## src/rtl/alu_pkg.sv

```systemverilog
// Shared definitions for the ALU issue/writeback stage: opcodes, FSM encoding,
// and the instruction word layout.
package alu_pkg;

  localparam int unsigned WIDTH    = 4;
  localparam int unsigned CNT_W    = 8;
  localparam int unsigned OP_W     = 3;
  localparam int unsigned RF_AW    = 2;
  localparam int unsigned RF_DEPTH = 4;
  localparam int unsigned INSTR_W  = 10;

  localparam logic [OP_W-1:0] OP_PASS = 3'b000;
  localparam logic [OP_W-1:0] OP_ADD  = 3'b001;
  localparam logic [OP_W-1:0] OP_SUB  = 3'b010;
  localparam logic [OP_W-1:0] OP_INC  = 3'b011;
  localparam logic [OP_W-1:0] OP_AND  = 3'b100;
  localparam logic [OP_W-1:0] OP_OR   = 3'b101;
  localparam logic [OP_W-1:0] OP_XOR  = 3'b110;
  localparam logic [OP_W-1:0] OP_NOT  = 3'b111;

  localparam int unsigned OPC_MSB = 9;
  localparam int unsigned OPC_LSB = 7;
  localparam int unsigned CIN_BIT = 6;
  localparam int unsigned RD_MSB  = 5;
  localparam int unsigned RD_LSB  = 4;
  localparam int unsigned RA_MSB  = 3;
  localparam int unsigned RA_LSB  = 2;
  localparam int unsigned RB_MSB  = 1;
  localparam int unsigned RB_LSB  = 0;

  typedef enum logic [1:0] {
    ST_IDLE = 2'd0,
    ST_EXEC = 2'd1,
    ST_RESP = 2'd2
  } state_e;

  // Field order mirrors the bit positions above.
  typedef struct packed {
    logic [OP_W-1:0]  opcode;
    logic             c_in;
    logic [RF_AW-1:0] rd;
    logic [RF_AW-1:0] ra;
    logic [RF_AW-1:0] rb;
  } instr_t;

endpackage

```

## src/rtl/alu_regfile.sv

```systemverilog
// 4-entry register file: two combinational read ports with load bypass,
// one write port where the ALU writeback beats a direct load.
module alu_regfile
  import alu_pkg::*;
#(
  parameter int unsigned WIDTH = alu_pkg::WIDTH
) (
  input  logic             clk,
  input  logic             rst_n,
  input  logic             ld_en,
  input  logic [1:0]       ld_addr,
  input  logic [WIDTH-1:0] ld_data,
  input  logic             wb_en,
  input  logic [1:0]       wb_addr,
  input  logic [WIDTH-1:0] wb_data,
  input  logic [1:0]       ra_addr,
  input  logic [1:0]       rb_addr,
  output logic [WIDTH-1:0] ra_data_c,
  output logic [WIDTH-1:0] rb_data_c
);

  logic [RF_DEPTH-1:0][WIDTH-1:0] rf_q;
  logic [RF_DEPTH-1:0][WIDTH-1:0] rf_d;

  // Writeback applied last so it overrides a same-address load.
  always_comb begin
    rf_d = rf_q;
    if (ld_en) rf_d[ld_addr] = ld_data;
    if (wb_en) rf_d[wb_addr] = wb_data;
  end

  always_ff @(posedge clk or negedge rst_n) begin
    if (!rst_n) rf_q <= '0;
    else        rf_q <= rf_d;
  end

  assign ra_data_c = (ld_en && (ld_addr == ra_addr)) ? ld_data : rf_q[ra_addr];
  assign rb_data_c = (ld_en && (ld_addr == rb_addr)) ? ld_data : rf_q[rb_addr];

endmodule

```

## src/rtl/alu_issue_ctrl.sv

```systemverilog
// Issue/writeback stage around an external combinational ALU:
// IDLE accepts and latches operands, EXEC captures the result, RESP hands it off.
module alu_issue_ctrl
  import alu_pkg::*;
#(
  parameter int unsigned WIDTH = alu_pkg::WIDTH,
  parameter int unsigned CNT_W = alu_pkg::CNT_W
) (
  input  logic             clk,
  input  logic             rst_n,
  input  logic             instr_valid,
  output logic             instr_ready,
  input  logic [9:0]       instr,
  input  logic             ld_en,
  input  logic [1:0]       ld_addr,
  input  logic [WIDTH-1:0] ld_data,
  output logic [WIDTH-1:0] alu_a,
  output logic [WIDTH-1:0] alu_b,
  output logic             alu_cin,
  output logic [2:0]       alu_opcode,
  input  logic [WIDTH-1:0] alu_result,
  input  logic             alu_zero,
  output logic             res_valid,
  input  logic             res_ready,
  output logic [WIDTH-1:0] res_data,
  output logic             res_zero,
  output logic [CNT_W-1:0] retired
);

  state_e state_q, state_d;
  instr_t instr_c;

  logic [WIDTH-1:0] alu_a_q, alu_a_d, alu_b_q, alu_b_d;
  logic             alu_cin_q, alu_cin_d;
  logic [2:0]       alu_opcode_q, alu_opcode_d;
  logic [1:0]       rd_q, rd_d;
  logic [WIDTH-1:0] res_data_q, res_data_d;
  logic             res_zero_q, res_zero_d;
  logic             res_valid_q, res_valid_d;
  logic             instr_ready_q, instr_ready_d;
  logic [CNT_W-1:0] retired_q, retired_d;
  logic             wb_en_c;
  logic [WIDTH-1:0] ra_data_c, rb_data_c;

  assign instr_c = instr_t'(instr);
  assign wb_en_c = (state_q == ST_EXEC);

  alu_regfile #(.WIDTH(WIDTH)) u_rf (
    .clk       (clk),
    .rst_n     (rst_n),
    .ld_en     (ld_en),
    .ld_addr   (ld_addr),
    .ld_data   (ld_data),
    .wb_en     (wb_en_c),
    .wb_addr   (rd_q),
    .wb_data   (alu_result),
    .ra_addr   (instr_c.ra),
    .rb_addr   (instr_c.rb),
    .ra_data_c (ra_data_c),
    .rb_data_c (rb_data_c)
  );

  always_ff @(posedge clk or negedge rst_n) begin
    if (!rst_n) state_q <= ST_IDLE;
    else        state_q <= state_d;
  end

  always_comb begin
    state_d = state_q;
    case (state_q)
      ST_IDLE: if (instr_valid) state_d = ST_EXEC;
      ST_EXEC: state_d = ST_RESP;
      ST_RESP: if (res_ready) state_d = ST_IDLE;
      default: state_d = ST_IDLE;
    endcase
  end

  // Handshake flags are decoded from the next state so they are registered Moore outputs.
  always_comb begin
    alu_a_d       = alu_a_q;
    alu_b_d       = alu_b_q;
    alu_cin_d     = alu_cin_q;
    alu_opcode_d  = alu_opcode_q;
    rd_d          = rd_q;
    res_data_d    = res_data_q;
    res_zero_d    = res_zero_q;
    retired_d     = retired_q;
    instr_ready_d = (state_d == ST_IDLE);
    res_valid_d   = (state_d == ST_RESP);
    case (state_q)
      ST_IDLE: begin
        if (instr_valid) begin
          alu_a_d      = ra_data_c;
          alu_b_d      = rb_data_c;
          alu_cin_d    = instr_c.c_in;
          alu_opcode_d = instr_c.opcode;
          rd_d         = instr_c.rd;
        end
      end
      ST_EXEC: begin
        res_data_d = alu_result;
        res_zero_d = alu_zero;
      end
      ST_RESP: begin
        if (res_ready) retired_d = retired_q + CNT_W'(1);
      end
      default: ;
    endcase
  end

  always_ff @(posedge clk or negedge rst_n) begin
    if (!rst_n) begin
      alu_a_q       <= '0;
      alu_b_q       <= '0;
      alu_cin_q     <= 1'b0;
      alu_opcode_q  <= '0;
      rd_q          <= '0;
      res_data_q    <= '0;
      res_zero_q    <= 1'b0;
      res_valid_q   <= 1'b0;
      instr_ready_q <= 1'b1;
      retired_q     <= '0;
    end else begin
      alu_a_q       <= alu_a_d;
      alu_b_q       <= alu_b_d;
      alu_cin_q     <= alu_cin_d;
      alu_opcode_q  <= alu_opcode_d;
      rd_q          <= rd_d;
      res_data_q    <= res_data_d;
      res_zero_q    <= res_zero_d;
      res_valid_q   <= res_valid_d;
      instr_ready_q <= instr_ready_d;
      retired_q     <= retired_d;
    end
  end

  assign alu_a       = alu_a_q;
  assign alu_b       = alu_b_q;
  assign alu_cin     = alu_cin_q;
  assign alu_opcode  = alu_opcode_q;
  assign res_data    = res_data_q;
  assign res_zero    = res_zero_q;
  assign res_valid   = res_valid_q;
  assign instr_ready = instr_ready_q;
  assign retired     = retired_q;

endmodule

```

## config.mk

```make
export PLATFORM = sky130hd
export DESIGN_NAME = alu_issue_ctrl
export DESIGN_NICKNAME = d
export VERILOG_FILES = /design/src/rtl/alu_pkg.sv /design/src/rtl/alu_regfile.sv /design/src/rtl/alu_issue_ctrl.sv
export SDC_FILE = /design/constraint.sdc
export NUM_CORES = 1
export LEC_CHECK = 0
export ABC_AREA = 1
export CAP_MARGIN = 20
export CORE_MARGIN = 2
export CORE_UTILIZATION = 34
export CTS_BUF_LIST = sky130_fd_sc_hd__clkbuf_16
export DETAILED_ROUTE_END_ITERATION = 16
export SYNTH_ARGS = -nofsm -noshare
export SYNTH_HDL_FRONTEND = slang
export SYNTH_HIERARCHICAL = 1
export SYNTH_SLANG_ARGS = --single-unit
```

## constraint.sdc

```tcl
create_clock -name clk -period 1.5 [get_ports clk]
set_input_delay 0.3 -clock clk [delete_from_list [all_inputs] [get_ports clk]]
set_output_delay 0.3 -clock clk [all_outputs]
set_load 0.02 [all_outputs]
```

Word-level counts from Yosys, hierarchy flattened
Cells that the tools add are included.
W data, S select, Z words.
- flip-flop bits (word level): 47
- input port bits: 26
- output and inout bits: 27
- logic and storage cells: 52
- add/sub/neg operators: 1
- $lt $le $gt $ge: 6
- equality and inequality tests: 5
- mux-type cells: 17
- reductions and logical operators: 8
- operator list (kind ; number):
    $bwmux W16 ; 2
    $mux W16 ; 2
    $mux W4 ; 6
    $bmux W4 S2 ; 2
    $demux W4 S2 ; 2
    $lt A2 B3 Y1 const B ; 4
    $add A8 B1 Y8 const B ; 1
    $pmux W2 S3 ; 1
    $eq A2 B2 Y1 ; 2
    $eq A2 B2 Y1 const B ; 2
    $ge A2 B1 Y1 const B ; 2
    $logic_and A1 B1 Y1 ; 4
    $logic_not A2 Y1 ; 2
    $mux W2 ; 2
    $reduce_and A2 Y1 ; 2
    $eq A2 B1 Y1 const B ; 1

Depth between registers and ports, before layout
Gate-level depths: netlist of run 1.
- depth in word-level cells: 8
- depth in mapped cells: 10
- gate-level depth less buffers: 9

Modules after synthesis
The synthesis of run 1 kept the hierarchy.
- modules (own cells, without submodules) (module ; instances ; cells each ; area each (µm²) ; seq. area each (µm²)):
    alu_regfile ; 1 ; 233 ; 1345.0 ; 400.4
    alu_issue_ctrl ; 1 ; 146 ; 1298.7 ; 777.0

Worst setup path before layout of run 1
OpenSTA, ideal clock, no wires.
- path kind: register to register
- start point: register state_q[1]
- end point: register u_rf/rf_q[4] in the netlist's numbering
- library setup time: 0.129 ns
- data arrival time: 1.124 ns
- required time: 1.371 ns
- path slack: 0.248 ns
- cell stages (with the launch flop): 7
- period minus slack after synthesis: 1.252 ns
- cell sequence: dfrtp_1 > inv_2 > nand2_2 > inv_1 > nand3_1 > nand3_1 > o21ai_0
- RTL lines (item ; line ; source):
    start: declaration ; alu_issue_ctrl.sv:30 ; state_e state_q, state_d;
    start signal: assignment ; alu_issue_ctrl.sv:65 ; else state_q <= state_d;
    end signal: assignment ; alu_regfile.sv:34 ; else rf_q <= rf_d;
    end: declaration ; alu_regfile.sv:22 ; logic [RF_DEPTH-1:0][WIDTH-1:0] rf_q;

Worst setup path in the final report of run 1
- start point: register instr_ready_q, in the netlist instr_ready
- end point: output port instr_ready
- RTL lines (item ; line ; source):
    start: declaration ; alu_issue_ctrl.sv:40 ; logic instr_ready_q, instr_ready_d;
    start signal: assignment ; alu_issue_ctrl.sv:132 ; instr_ready_q <= instr_ready_d;
    end: declaration ; alu_issue_ctrl.sv:12 ; output logic instr_ready,
No word-level cell between the ends.

==> results of run 1 <==
[repair_timing]
action,CTS,global route
setup endpoints to repair,27,8
gates cloned,0,0
hold buffers,1,0
hold endpoints to repair,19,0
buffers inserted,0,0
resized for setup,27,4
[cell families (layout without fill, tap and decap cells)]
family | count (synthesis) | in the layout | synth area share [%]
xor+xnor | 5 | 5 | 1.66
fa+ha+maj | 1 | 1 | 0.473
flops | 47 | 47 | 44.5
compound gates | 11 | 11 | 2.70
buf+inv | 54 | 125 | 8.85
simple gates | 261 | 261 | 41.8
[worst max-delay path by stage]
| stage | startpoint | end | slack (ns) | depth (start not counted) |
|---|---|---|---|---|
| global placement | ld_addr[1] | alu_a[3] | -0.18 | 7 |
| finish | instr_ready | instr_ready | 0.08 | 1 |
| CTS | instr_ready | instr_ready | 0.07 | 1 |
| global route | instr[2] | alu_a[1] | 0.003 | 10 |
| floorplan | state_q[1] | u_rf/rf_q[4] | 0.25 | 6 |
| detailed placement | ld_addr[1] | alu_a[3] | -0.17 | 7 |
[metal layers]
layer	vias up	GRT usage, %	part of all wire [%]	wire, µm
met2	61	29.7	48	3330
met1	1180	25.0	46	3210
met4	0	5.35	0.62	43
met3	6	2.88	5.4	379
met5	-	0	0	0
li1	1301	-	-	-
[per-stage QoR]
stage                     hold slack, ns  utilization, %  setup slack [ns]
after floorplan                  0.00441               -             0.248
after global placement             0.307            44.2            -0.177
after detailed placement           0.306            44.2            -0.172
after CTS                          0.481            46.1            0.0739
after global routing               0.507            46.3           0.00260
final                              0.478            46.3            0.0835
[power by group]
group          total, µW  switching (µW)  internal (µW)  leakage (µW)
combinational       2730            1710           1010       0.00133
sequential          2130             285           1850      0.000555
clock               1280             494            787     0.0000818
[cell usage in the layout, fill, tap and decap left out]
cell	synthesis	final
xnor2_1	2	1
dfrtp_1	46	46
nor2_4	3	3
xor2_1	3	3
nand3_1	50	50
buf_4	3	13
nor2_1	14	13
buf_12	0	2
bufinv_16	0	1
nand2_2	3	3
a21oi_4	1	1
nor2_2	2	3
clkdlybuf4s50_1	0	22
inv_1	43	43
clkinv_1	0	1
buf_2	0	1
inv_6	0	1
nand2_1	186	186
xnor2_2	0	1
o21ai_0	6	6
inv_4	2	2
dlygate4sd3_1	0	1
dfstp_2	1	1
inv_2	4	4
nand3_4	1	1
nand3_2	1	1
nand2_4	1	1
dlygate4sd2_1	0	27
dlymetal6s2s_1	0	2
ha_1	1	1
clkbuf_16	0	5
o22ai_1	4	4
[sequential cells by signal, indices dropped and copies added (netlist names)]
| register | cells |
|---|---|
| alu_a | 4 |
| alu_b | 4 |
| alu_cin | 1 |
| alu_opcode | 3 |
| instr_ready | 1 |
| rd_q | 2 |
| res_data | 4 |
| res_valid | 1 |
| res_zero | 1 |
| retired | 8 |
| state_q | 2 |
| u_rf/rf_q | 16 |
[layout make-up]
cell class | count | area (µm²)
inverter | 49 | 189
multi-input combinational | 278 | 1240
tap | 102 | 128
clock buffer | 5 | 125
sequential | 47 | 1180
clock inverter | 3 | 42.5
fill | 786 | 4110
timing repair buffer | 68 | 634
==> flow_summary.yaml, run 1 <==
outcome:
  status: "finished clean"
setup_path:
  worst_path_largest_cell_delay_ns: 0.51
  rrSetupSlack_ns: 0.14
  cp_max_fo: 1
  worstSetupPathType: "reg -> out"
  r2r-start: "state_q[1]"
  cp.required_ns: 1.20
  r2r_end: "u_rf/rf_q[12]"
  worstSetupStartpointType: "register"
  path_cells: "dlygate4sd2_1"
  path_buf_inv: 1
  end_kind: "output port"
  critical_path_arrival_ns: 1.12
  cp_slowest_cell: "dfstp_2"
  worstRegToRegCells: 6
  cp_top_family: "flip-flops"
clock_network:
  cts_buffer_depth: 2
  htreeDepth: 2
  cts-root-buf: "clkbuf_16"
  cts_tree: "built"
  clock-sinks: 47
  clk_pin_slew_worst_paths_ns: 0.07
  numCtsBuffers: 5
  clk_latency_ns: 0.29
detailed_routing:
  avgViaCountPerCell: 4.62
  ant_nets: 0
  vias: 2548
  routedWlPerCell_um: 12.6
  first_iter_violations: 146
  remaining_drc_errors: 0
  wl_um: 6960
  firstDrtPassIters: 5
place:
  place_hpwl_um: 5230
  place_congestion: 0.893
  port_buffers: 52
  dpl_cell_area_um2: 3380
  dp.cells: 543
die:
  die_area_um2: 8500
  start_util_pct: 34.6
  die_h_um: 92.2
  io_pins: 53
  core-area_um2: 7650
  die_w_um: 92.2
  rows: 32
sta:
  skew_ns: 0.00725
  final-setup-viol-count: 0
  tightest_slew_ns: 0.333
  rsz0062_at_grt: "false"
  maxSlewViolCount: 0
  fin_crit_sh_pct: 94.4
  finalCriticalPeriod_ns: 1.42
  finalHoldViolations: 0
  max-slew-margin-rel_pct: 77.7
  max_freq_mhz: 706
  fin_setup_tns_ns: 0
global_routing:
  grt_pass1_wl_um: 12300
  grt_overflow: 0
  antenna_found_initial: 0
  grt_max_degree: 48
  grt_pass1_vias: 2512
  grt_util_all_layers_pct: 18.2
synthesis:
  synth_enable_flop_cells: 0
  ys_seq_elements: 47
  syn_area_per_cell_um2: 6.98
  syn_nets: 406
  yosys-top-cells-area: "dfrtp_1 44%, nand2_1 26%, nand3_1 9.5%, inv_1 6.1%, nor2_1 2.0%"
  synth_cell_types: 22
  synthTopCellsByCount: "186 x nand2_1, 50 x nand3_1, 46 x dfrtp_1"
  yosysSeqAreaShare_pct: 44.5
  async_reset_ff_share_pct: 100
  synth_most_common_cell: "nand2_1"
  netlist_area_um2: 2640
  synthFlopType: "dfrtp_1"
  ys_warn_count: 6
  synthCells: 379
  synth_top_area_share_pct: 43.5
  yosysTopAreaCell: "dfrtp_1"
job:
  drv_cap: 0
power_and_ir_drop:
  power_leakage_uw: 0.00197
  power_per_cell_area_nw_per_um2: 1730
  power_uw: 6140
  ir_drop_uv: 693
layout:
  layout.cells.non_filler: 552
  areaGrowthSynthToFinish_pct: 33.8
  fin_area_um2: 3540
  nNetsFinal: 476
  diodes: 0
  drive_gt1_share_pct: 9.78
hold_path:
  hold_start: "res_data[2]"
  hold_end: "res_data[2]"
  min_path_type: "reg -> reg"
  whs_path_depth: 2
Note: power is estimated with default switching activity, not from simulation.
==> run 2, diff against run 1 <==
- CORE_ASPECT_RATIO: default -> 0.8
- DONT_BUFFER_PORTS: default -> 1
- RECOVER_POWER: default -> 25
==> flow_summary.yaml, run 2 (same netlist as run 1, synthesis figures left out) <==
sta:
  finalCriticalPeriod_ns: 1.31
  rsz0062_at_grt: "false"
  max_freq_mhz: 765
  fin_crit_sh_pct: 87.1
  maxSlewViolCount: 0
  skew_ns: 0.00770
  final-setup-viol-count: 0
  hold_slack_ns: 0.121
  fin_setup_tns_ns: 0
  max-slew-margin-rel_pct: 56.8
  tightest_slew_ns: 0.648
  finalHoldViolations: 0
global_routing:
  grt_util_all_layers_pct: 16.9
  grt_pass1_wl_um: 11300
  grt_max_degree: 48
  grt_overflow: 0
  antenna_found_initial: 0
  grt_pass1_vias: 2251
die:
  die_h_um: 82.9
  io_pins: 53
  die_w_um: 103
  die_area_um2: 8500
  core-area_um2: 7460
  start_util_pct: 35.4
  rows: 28
layout:
  multi_input_area_um2: 1230
  largest_reg_flops: 16
  register_area_um2: 1180
  layout_commonest_cell: "nand2_1"
  diodes: 0
  drive_gt1_share_pct: 7.73
  areaGrowthSynthToFinish_pct: 11.2
  fillers: 778
  nNetsFinal: 414
  layout_common_cells: "186 x nand2_1, 50 x nand3_1, 46 x dfrtp_1"
  regMostFlops: "u_rf/rf_q"
hold_path:
  min_path_type: "in -> reg"
  hold_start: "instr[7]"
  whs_path_depth: 2
  hold_end: "alu_opcode[0]"
clock_network:
  cts-root-buf: "clkbuf_16"
  cts_tree: "built"
  clock-sinks: 47
  post_cts_buffers: 0
  clk_pin_slew_worst_paths_ns: 0.07
  cts_buffer_depth: 2
  numCtsBuffers: 5
  clk_latency_ns: 0.28
  htreeDepth: 2
setup_path:
  worst_path_largest_cell_delay_ns: 0.42
  critical_path_arrival_ns: 1.46
  cp_max_fo: 8
  rrSetupSlack_ns: 0.19
  cp.required_ns: 1.65
  worstSetupPathType: "reg -> reg"
  worstSetupStartpointType: "register"
  r2r_end: "u_rf/rf_q[15]"
  cp_slowest_cell: "dfrtp_1"
  r2r-start: "state_q[1]"
  end_kind: "register"
  worstRegToRegCells: 6
  path_cells: "inv_2 -> nand2_2 -> inv_1 -> nand3_1 -> nand2_1 -> o22ai_1"
detailed_routing:
  vias: 2312
  wl_um: 6720
  first_iter_violations: 177
  ant_nets: 0
  remaining_drc_errors: 0
  avgViaCountPerCell: 4.69
  routedWlPerCell_um: 13.6
  firstDrtPassIters: 4
job:
  drv_cap: 0
place:
  place_hpwl_um: 5130
  place_congestion: 0.834
  port_buffers: 0
power_and_ir_drop:
  power_leakage_uw: 0.00164
  power_per_cell_area_nw_per_um2: 1910
  ir_drop_uv: 872
outcome:
  status: "finished clean"
run 2: changes by cell type in the layout (fill, tap and decap cells not counted), sizes merged:
cell / previous run / this run
buf: 16 / 4
clkbuf: 5 / 6
clkdlybuf4s50: 22 / 0
clkinv: 1 / 0
dlygate4sd2: 27 / 0
dlymetal6s2s: 2 / 0
inv: 50 / 51
run 2: repair_timing:
item,CTS,global route
hold endpoints to repair,47,0
hold buffers,2,0
resized for setup,0,0
run 2: cell type report:
class | instances | share of cell area [%]
Clock buffer | 5 | 4.26
Clock inverter | 3 | 1.28
Inverter | 49 | 6.43
Multi-Input combinational cell | 278 | 41.9
Sequential cell | 47 | 40.0
Tap cell | 105 | 4.47
Timing Repair Buffer | 6 | 1.62
run 2: per-stage QoR:
stage | cell area, µm² | std cells | worst slack (ns) | power [µW] | util (%)
after floorplan | 2640 | 379 | 0.248 | 3880 | -
after detailed placement | 2760 | 483 | 0.217 | 4370 | 37.0
after CTS | 2960 | 493 | 0.201 | 5660 | 39.7
after global routing | 2940 | 493 | 0.0397 | 6080 | 39.4
after global placement | 2760 | 483 | 0.267 | 4320 | 37.0
final | 2940 | 493 | 0.193 | 5610 | 39.4
run 2: power by group:
group | leakage, µW | switching (µW) | internal (µW)
logic | 0.000998 | 1200 | 631
registers | 0.000555 | 705 | 1850
clock network | 0.0000864 | 459 | 775
run 2: worst max-delay path, delay by kind of cell, from the launching register on:
family	cells	cell delay (ns)
buf+inv	2	0.23
compound gates	1	0.08
flops	1	0.42
simple gates	3	0.44
run 2: routing by layer:
layer | GRT usage [%] | vias up | wire length, µm
li1 | - | 1176 | -
met1 | 24.6 | 1054 | 3170
met2 | 24.3 | 76 | 2920
met3 | 4.63 | 6 | 561
met4 | 5.21 | 0 | 62
met5 | 0 | - | 0
run 2: worst max-delay path by stage:
stage	slack (ns)	cells past startpoint	end	startpoint
finish	0.19	6	u_rf/rf_q[15]	state_q[1]
global route	0.04	6	u_rf/rf_q[7]	state_q[1]
CTS	0.20	6	u_rf/rf_q[7]	state_q[1]
detailed placement	0.22	6	u_rf/rf_q[7]	state_q[1]
global placement	0.27	6	u_rf/rf_q[5]	state_q[1]
floorplan	0.25	6	u_rf/rf_q[4]	state_q[1]
